$ cat src/rtl/if_prefetch_queue.sv
// Instruction prefetch queue: issues sequential fetches ahead of decode, buffers
// returned words with their PC+1, and flushes everything on an ID-stage redirect.
module if_prefetch_queue #(
    parameter int unsigned DEPTH    = 4,
    parameter int unsigned MAX_OS   = 2,
    parameter logic [29:0] RESET_PC = 30'h0000_0C00
) (
    input  logic                     clk,
    input  logic                     rst,
    output logic                     im_req,
    output logic [9:0]               im_addr,
    input  logic                     im_valid,
    input  logic [31:0]              im_rdata,
    input  logic                     redirect,
    input  logic [29:0]              redirect_pc,
    input  logic                     id_ready,
    output logic                     if_valid,
    output logic [31:0]              if_instr,
    output logic [29:0]              if_pcaddone,
    output logic [$clog2(DEPTH):0]   q_count
);

    localparam int unsigned PW = $clog2(DEPTH);
    localparam int unsigned CW = PW + 1;
    localparam int unsigned TW = (MAX_OS > 1) ? $clog2(MAX_OS) : 1;

    logic [29:0]   fetch_pc_q, fetch_pc_d;
    logic [CW-1:0] count_q, count_d;
    logic [CW-1:0] inflight_q, inflight_d;
    logic [CW-1:0] drop_cnt_q, drop_cnt_d;
    logic [PW-1:0] rd_ptr_q, rd_ptr_d;
    logic [PW-1:0] wr_ptr_q, wr_ptr_d;
    logic [TW-1:0] tag_rd_q, tag_rd_d;
    logic [TW-1:0] tag_wr_q, tag_wr_d;

    logic [31:0]   instr_mem_q [DEPTH];
    logic [29:0]   pcp1_mem_q  [DEPTH];
    logic [29:0]   tag_q       [MAX_OS];

    logic          issue;
    logic          drop;
    logic          push;
    logic          pop;
    logic [CW:0]   credit_used;

    function automatic logic [TW-1:0] tag_inc(input logic [TW-1:0] p);
        return (p == TW'(MAX_OS - 1)) ? '0 : p + TW'(1);
    endfunction

    // Queued plus in-flight entries never exceed DEPTH, so every response has a slot.
    assign credit_used = {1'b0, count_q} + {1'b0, inflight_q};
    assign issue = rst & ~redirect & (inflight_q < CW'(MAX_OS))
                 & (credit_used < (CW + 1)'(DEPTH));
    assign drop  = im_valid & (drop_cnt_q != '0);
    assign push  = im_valid & ~drop & ~redirect;
    assign pop   = if_valid & id_ready & ~redirect;

    assign im_req      = issue;
    assign im_addr     = fetch_pc_q[9:0];
    assign if_valid    = (count_q != '0);
    assign if_instr    = if_valid ? instr_mem_q[rd_ptr_q] : 32'h0;
    assign if_pcaddone = if_valid ? pcp1_mem_q[rd_ptr_q] : 30'h0;
    assign q_count     = count_q;

    always_comb begin
        fetch_pc_d = fetch_pc_q;
        count_d    = count_q;
        drop_cnt_d = drop_cnt_q;
        rd_ptr_d   = rd_ptr_q;
        wr_ptr_d   = wr_ptr_q;
        tag_rd_d   = tag_rd_q;
        tag_wr_d   = tag_wr_q;
        inflight_d = inflight_q + CW'(issue) - CW'(im_valid);
        if (redirect) begin
            // Everything still outstanding after this cycle belongs to the old path.
            fetch_pc_d = redirect_pc;
            count_d    = '0;
            rd_ptr_d   = '0;
            wr_ptr_d   = '0;
            tag_rd_d   = '0;
            tag_wr_d   = '0;
            drop_cnt_d = inflight_q - CW'(im_valid);
        end else begin
            if (issue) begin
                fetch_pc_d = fetch_pc_q + 30'd1;
                tag_wr_d   = tag_inc(tag_wr_q);
            end
            if (push) begin
                wr_ptr_d = wr_ptr_q + PW'(1);
                tag_rd_d = tag_inc(tag_rd_q);
            end
            if (pop) begin
                rd_ptr_d = rd_ptr_q + PW'(1);
            end
            if (drop) begin
                drop_cnt_d = drop_cnt_q - CW'(1);
            end
            count_d = count_q + CW'(push) - CW'(pop);
        end
    end

    always_ff @(posedge clk or negedge rst) begin
        if (!rst) begin
            fetch_pc_q <= RESET_PC;
            count_q    <= '0;
            inflight_q <= '0;
            drop_cnt_q <= '0;
            rd_ptr_q   <= '0;
            wr_ptr_q   <= '0;
            tag_rd_q   <= '0;
            tag_wr_q   <= '0;
        end else begin
            fetch_pc_q <= fetch_pc_d;
            count_q    <= count_d;
            inflight_q <= inflight_d;
            drop_cnt_q <= drop_cnt_d;
            rd_ptr_q   <= rd_ptr_d;
            wr_ptr_q   <= wr_ptr_d;
            tag_rd_q   <= tag_rd_d;
            tag_wr_q   <= tag_wr_d;
        end
    end

    always_ff @(posedge clk or negedge rst) begin
        if (!rst) begin
            for (int i = 0; i < DEPTH; i++) begin
                instr_mem_q[i] <= '0;
                pcp1_mem_q[i]  <= '0;
            end
            for (int i = 0; i < MAX_OS; i++) begin
                tag_q[i] <= '0;
            end
        end else begin
            if (issue) begin
                tag_q[tag_wr_q] <= fetch_pc_q;
            end
            if (push) begin
                instr_mem_q[wr_ptr_q] <= im_rdata;
                pcp1_mem_q[wr_ptr_q]  <= tag_q[tag_rd_q] + 30'd1;
            end
        end
    end

endmodule
$ cat config.mk
export PLATFORM = sky130hd
export DESIGN_NAME = if_prefetch_queue
export DESIGN_NICKNAME = d
export VERILOG_FILES = /design/src/rtl/if_prefetch_queue.sv
export SDC_FILE = /design/constraint.sdc
export NUM_CORES = 1
export LEC_CHECK = 0
export ABC_AREA = 1
export CORE_MARGIN = 10
export CORE_UTILIZATION = 63
export CTS_CLUSTER_SIZE = 14
export DETAILED_ROUTE_END_ITERATION = 8
export MAX_ROUTING_LAYER = met4
export PLACE_DENSITY = 0.86
export REMOVE_ABC_BUFFERS = 1
export SYNTH_ARGS = -nofsm -noshare
export SYNTH_HDL_FRONTEND = slang
export SYNTH_SLANG_ARGS = --single-unit
$ cat constraint.sdc
create_clock -name clk -period 6.9 [get_ports clk]
set_clock_uncertainty 0.2 [all_clocks]
set_input_delay 1.035 -clock clk [delete_from_list [all_inputs] [get_ports clk]]
set_output_delay 1.035 -clock clk [all_outputs]
set_load 0.05 [all_outputs]
==> summary.txt, run 1 <==
Status
  – Status: completed

Synthesis
  – Syn Area/Cell: 7.74 sq um
  – Cell area after synthesis: 17400 sq um
  – Top post-synthesis cells by area: dfrtp_1 50%, nand2_1 14%, o21ai_0 11%
  – Cell taking the most area after synthesis: dfrtp_1
  – Number of synthesized flops with an enable pin: 0
  – Top post-synthesis cells by count: 632 x nand2_1, 391 x o21ai_0, 351 x dfrtp_1, 280 x nor2_1, 133 x inv_1
  – Synth warn: 0
  – FF+latch count, synth: 353
  – Seq/Total Area, Yosys: 0.507
  – Post-synthesis cell count: 2252
  – Top cell type's share of synthesized area: 0.504
  – Synth unique cells: 38
  – Most frequent cell after synthesis: nand2_1
  – Asr flop ratio synth: 1.00
  – Top_reg_cell synth: dfrtp_1

Hold path
  – Worst Hold Class: reg2reg
  – Hold Startpoint: pcp1_mem_q[84]$_DFFE_PN0P_

Cells and area
  – Storage element area: 8840 sq um
  – Share of cells above drive strength 1: 0.0584
  – Number of fill cells: 1975
  – Nets: 2403
  – Footprint of the multi-input gates: 7500 sq um
  – N_diodes: 0
  – Syn-to-layout area delta: 15.4%

Critical path
  – CP Launch Point: rd_ptr_q[0]$_DFFE_PN0P_
  – Critical Path Source Type: flop
  – CP arrival: 3890 ps
  – Worst endpoint required time: 5660 ps
  – Worst setup EP type: output pin
  – RR Startpoint: q_count[1]$_DFF_PN0_
  – Setup CP Type: reg2out
  – Crit-path max FO: 67

Timing
  – Max-slew violations: 0
  – Final period util: 0.742
  – Setup TNS: 0 ps
  – Final Hold Viols: 0
  – Actual slew at the worst max-slew pin: 1130 ps
  – Min Tclk post-route: 5120 ps
  – Hold WS: 272 ps
  – Fmax: 195 MHz
  – RSZ-0062 raised after global routing: false
  – Setup violations, final: 0
  – Slew HR: 0.246

Detailed routing
  – Routed Antenna Nets: 0
  – DRT iter0 DRCs: 1549
  – DR vias: 15600
  – Drt pass-1 iters: 5
  – DRC: 0
  – Detailed-route wire length per cell: 16.4 microns
  – Routed WL: 44600 microns
  – Top Metal Used: met4
  – Wire length on met3: 2990 microns
  – Met2 routed wirelength: 21300 microns
  – Vias per inst: 5.74
  – Post-Route M1 WL: 19200 microns

Global route
  – Initial antenna violation count: 0
  – Largest net degree at the start of global routing: 105
  – First-pass GRT wire length: 74900 microns
  – Total grt overflow: 0
  – Gr usage total: 0.258
  – Vias in the first global route: 15300

Die
  – Area of the core: 27100 sq um
  – Initial Util: 0.643
  – DIE HEIGHT: 186 microns
  – Row count: 60
  – IO Pins: 144
  – Die width: 186 microns
  – Die area: 34700 sq um

Clocking
  – CTS tree: built
  – Clk_lat worst skew: 520 ps
  – Htree depth: 2
  – Setup Buffers After CTS: 0
  – Resized cells post-CTS: 0
  – Clock buffer depth: 3
  – Clock transition at the registers of the reported paths: 60 ps
  – Total CTS buffers: 38
  – Hold_buf cts: 0
  – Root Buffer: clkbuf_16
  – Sink Count: 353

Place
  – Post-DP HPWL: 28000 microns
  – RD Place Congestion: 0.913
  – Port bufs: 143

Run
  – Maxcap violations: 0

Pwr
  – VDD IR max: 187 uV
  – Static leakage: 9.40 nW
  – Power per cell area: 390 nW/um^2
## stage by stage
stage	total power, mW	instances	area [sq um]	setup slack, ps	util
4_1_cts	7.86	2719	20100	1850	0.742
3_3_place_gp	5.79	2649	18900	2090	0.697
6_report	7.85	2719	20100	1780	0.742
3_5_place_dp	5.89	2649	18900	2020	0.697
5_1_grt	8.35	2719	20100	1580	0.742
2_1_floorplan	4.88	2119	16800	1120	-
## kinds of logic after synthesis
logic type / Yosys count / share of synthesized area
xor+xnor: 25 / 0.0126
simple gates: 1081 / 0.253
buf+inv: 273 / 0.0646
compound gates: 501 / 0.149
flops: 353 / 0.507
fa+ha+maj: 19 / 0.0145
## layout by cell type (no fill, tap or decap), types with 10 or more instances in the layout
cell / netlist / final
ha_1: 17 / 17
nor3_1: 11 / 11
buf_4: 11 / 15
clkbuf_16: 0 / 38
inv_1: 133 / 133
nand3_1: 106 / 106
clkdlybuf4s50_1: 0 / 142
xor2_1: 22 / 22
nand2_2: 17 / 17
clkbuf_8: 0 / 10
o21ai_0: 391 / 391
dfrtp_1: 351 / 349
nand2_1: 632 / 628
a21oi_1: 75 / 75
nor2_1: 280 / 279
## worst max-delay path, cell delays in order (launching register included)
cell,delay [ps]
dfrtp_4,610
inv_2,810
buf_4,610
o21ai_0,180
a21oi_1,260
clkdlybuf4s50_1,860
## worst paths after layout
| check | end | slack [ps] | cells past startpoint |
|---|---|---|---|
| max | if_pcaddone[25] | 1780 | 5 |
| min | pcp1_mem_q[84]$_DFFE_PN0P_ | 270 | 2 |
| max reg2reg | q_count[2]$_DFF_PN0_ | 3520 | 12 |
| min reg2reg | pcp1_mem_q[84]$_DFFE_PN0P_ | 270 | 2 |
| max in group asynchronous | pcp1_mem_q[83]$_DFFE_PN0P_ | 3880 | 3 |
| min in group asynchronous | instr_mem_q[107]$_DFFE_PN0P_ | 310 | 1 |
## layout make-up
type	count	share of cell area
timing repair buffer	158	0.0771
clock buffer	57	0.0558
sequential	353	0.440
multi-input combinational	1626	0.373
clock inverter	13	0.00473
inverter	140	0.0261
tap	372	0.0232
## power breakdown
group / internal (mW) / switching, mW / leakage [nW] / total, mW
clock network: 1.13 / 0.820 / 0.595 / 1.95
logic: 0.943 / 2.11 / 4.11 / 3.05
registers: 2.55 / 0.292 / 4.69 / 2.85
## sequential cells by signal, summed over array words and instances, names as in the netlist
register / cells
drop_cnt_q: 3
fetch_pc_q: 30
inflight_q: 3
instr_mem_q: 128
pcp1_mem_q: 120
q_count: 3
rd_ptr_q: 2
tag_q: 60
tag_rd_q: 1
tag_wr_q: 1
wr_ptr_q: 2
## per-layer routing
layer,GRT usage,vias to the layer above
li1,-,7376
met2,0.410,680
met3,0.0384,81
met4,0.0794,0
met5,-,-
met1,0.335,7475
No activity file was read; power rests on OpenSTA's default activity.
==> inputs of run 2 (changes only) <==
--- a/config.mk
+++ b/config.mk
@@ -7,11 +7,11 @@
 export LEC_CHECK = 0
 export ABC_AREA = 1
 export CORE_MARGIN = 10
-export CORE_UTILIZATION = 63
+export CORE_UTILIZATION = 53
 export CTS_CLUSTER_SIZE = 14
 export DETAILED_ROUTE_END_ITERATION = 8
 export MAX_ROUTING_LAYER = met4
-export PLACE_DENSITY = 0.86
+export PLACE_DENSITY = 0.77
 export REMOVE_ABC_BUFFERS = 1
 export SYNTH_ARGS = -nofsm -noshare
 export SYNTH_HDL_FRONTEND = slang
==> constraint.sdc (replaced) <==
create_clock -name clk -period 4.3 [get_ports clk]
set_clock_uncertainty 0.2 [all_clocks]
set_input_delay 0.645 -clock clk [delete_from_list [all_inputs] [get_ports clk]]
set_output_delay 0.645 -clock clk [all_outputs]
set_load 0.05 [all_outputs]
==> summary.txt, run 2 (synthesized netlist as in run 1, its figures left out) <==
Status
  – Status: completed (unchanged)

Timing
  – Setup TNS: 0 ps (unchanged)
  – Final Hold Viols: 0 (unchanged)
  – RSZ-0062 raised after global routing: false (unchanged)
  – PnR worst setup slack: 695 ps (was 1780 ps)
  – Slew HR: 0.352 (was 0.246)
  – Min Tclk post-route: 3610 ps
  – Setup violations, final: 0 (unchanged)
  – Actual slew at the worst max-slew pin: 968 ps (was 1130 ps)
  – Max-slew violations: 0 (unchanged)
  – Fmax: 277 MHz
  – Final period util: 0.838

Cells and area
  – Post-route design area: 20300 sq um (was 20100 sq um)
  – Number of flip-flops in the largest register: 128 (unchanged)
  – N_diodes: 0 (unchanged)
  – Number of fill cells: 2845 (was 1975)
  – Largest Register: instr_mem_q (unchanged)
  – Storage element area: 8840 sq um (unchanged)
  – Most common cell after layout, fill and taps aside: nand2_1 (unchanged)
  – Top Registers: instr_mem_q: 128 flops, pcp1_mem_q: 120 flops, tag_q: 60 flops (unchanged)
  – Syn-to-layout area delta: 16.6% (was 15.4%)
  – Nets: 2417 (was 2403)
  – Share of cells above drive strength 1: 0.0894 (was 0.0584)
  – Most frequent cells in the layout: 628 x nand2_1, 391 x o21ai_0, 349 x dfrtp_1, 279 x nor2_1, 133 x inv_1 (was 628 x nand2_1, 391 x o21ai_0, 349 x dfrtp_1, 279 x nor2_1, 142 x clkdlybuf4s50_1)
  – Footprint of the multi-input gates: 7500 sq um (unchanged)

Die
  – IO Pins: 144 (unchanged)
  – Initial Util: 0.537 (was 0.643)
  – DIE HEIGHT: 201 microns (was 186 microns)
  – Row count: 66 (was 60)
  – Die area: 40500 sq um (was 34700 sq um)
  – Die width: 201 microns (was 186 microns)
  – Area of the core: 32500 sq um (was 27100 sq um)

Critical path
  – Worst setup EP type: output pin (unchanged)
  – CP arrival: 2760 ps (was 3890 ps)
  – Crit-path max FO: 36 (was 67)
  – Worst endpoint required time: 3450 ps (was 5660 ps)
  – Setup CP Type: reg2out (unchanged)
  – Critical Path Source Type: flop (unchanged)

Clocking
  – Clock buffer depth: 3 (unchanged)
  – Clock transition at the registers of the reported paths: 60 ps (about the same)
  – Total CTS buffers: 39 (was 38)
  – CTS tree: built (unchanged)
  – Clk_lat worst skew: 530 ps (was 520 ps)
  – Htree depth: 2 (unchanged)
  – Sink Count: 353 (unchanged)
  – Root Buffer: clkbuf_16 (unchanged)

Global route
  – Total grt overflow: 0 (unchanged)
  – First-pass GRT wire length: 78300 microns (was 74900 microns)
  – Largest net degree at the start of global routing: 124 (was 105)
  – Gr usage total: 0.235 (was 0.258)
  – Vias in the first global route: 15400 (was 15300)
  – Initial antenna violation count: 0 (unchanged)

Run
  – Maxcap violations: 0 (unchanged)

Detailed routing
  – Vias per inst: 5.49 (was 5.74)
  – Detailed-route wire length per cell: 17.0 microns (was 16.4 microns)
  – Routed Antenna Nets: 0 (unchanged)
  – Drt pass-1 iters: 5 (unchanged)
  – DRT iter0 DRCs: 1313 (was 1549)
  – DRC: 0 (unchanged)
  – DR vias: 15400 (was 15600)
  – Routed WL: 47500 microns (was 44600 microns)

Hold path
  – Worst Hold Class: reg2reg (unchanged)

Pwr
  – VDD IR max: 540 uV (was 187 uV)
  – Power per cell area: 642 nW/um^2 (was 390 nW/um^2)
  – Static leakage: 9.66 nW (was 9.40 nW)

Place
  – Placed cell areas: 18900 sq um (about the same)
  – Port bufs: 143 (unchanged)
  – RD Place Congestion: 0.896 (was 0.913)
  – Post-DP HPWL: 30400 microns (was 28000 microns)
  – Pre-CTS setup slack: 786 ps (was 2020 ps)
[run 2: changes by cell type in the layout (fill, tap and decap cells not counted)]
cell             change
clkdlybuf4s50_1     -63
dlygate4sd3_1        +1
clkbuf_16            +2
buf_12               +3
clkbuf_8             -2
inv_6                -2
bufinv_16            +6
clkinvlp_4           -2
clkinv_2             -3
buf_4               +72
[run 2: metal layers]
layer | vias up | wire length (microns) | track usage
met3 | 62 | 2450 | 0.0280
li1 | 7394 | - | -
met1 | 7409 | 21500 | 0.306
met2 | 500 | 22700 | 0.388
met4 | 0 | 783 | 0.0558
met5 | - | 0 | -
[run 2: worst paths after layout]
check / start / to / slack (ps) / cells past startpoint
max in group asynchronous: rst / fetch_pc_q[25]$_DFFE_PN0P_ / 2170 / 3
worst max-delay path: rd_ptr_q[0]$_DFFE_PN0P_ / if_instr[7] / 690 / 5
worst max register to register: drop_cnt_q[0]$_DFFE_PN0P_ / pcp1_mem_q[76]$_DFFE_PN0P_ / 1280 / 8
min in group asynchronous: rst / instr_mem_q[45]$_DFFE_PN0P_ / 470 / 2
worst min-delay path: pcp1_mem_q[88]$_DFFE_PN0P_ / pcp1_mem_q[88]$_DFFE_PN0P_ / 280 / 2
worst min register to register: pcp1_mem_q[88]$_DFFE_PN0P_ / pcp1_mem_q[88]$_DFFE_PN0P_ / 280 / 2
[run 2: metrics by stage]
step            util  std cells  total power, mW  hold WS (ps)
6_report       0.626       2801             13.1           275
3_5_place_dp   0.584       2731             9.51           261
4_1_cts        0.626       2801             13.1           277
2_1_floorplan      -       2119             7.83           149
3_3_place_gp   0.584       2731             9.35           257
5_1_grt        0.626       2801             13.8           298
[run 2: worst max-delay path, cell delays in order, from the launching register on]
cell     delay [ps]
dfrtp_4         610
inv_2           500
buf_4           450
o21ai_0         150
a21oi_1         240
buf_4           250
[run 2: timing repair]
action	in CTS	in global routing
gates resized for setup	0	0
endpoints found under the hold margin	59	0
setup buffers	0	0
hold buffers	1	0
[run 2: power breakdown]
group / internal (mW) / switching, mW / leakage (nW)
clock: 2.21 / 1.36 / 0.669
sequential: 4.10 / 0.480 / 4.69
combinational: 1.45 / 3.46 / 4.30
total: 7.76 / 5.30 / 9.66
[run 2: cell type report]
cell class,count,area share
clock buffer,57,0.0563
clock inverter,12,0.0112
inverter,140,0.0259
multi-input combinational,1626,0.369
sequential,353,0.435
tap,442,0.0272
timing repair buffer,171,0.0752
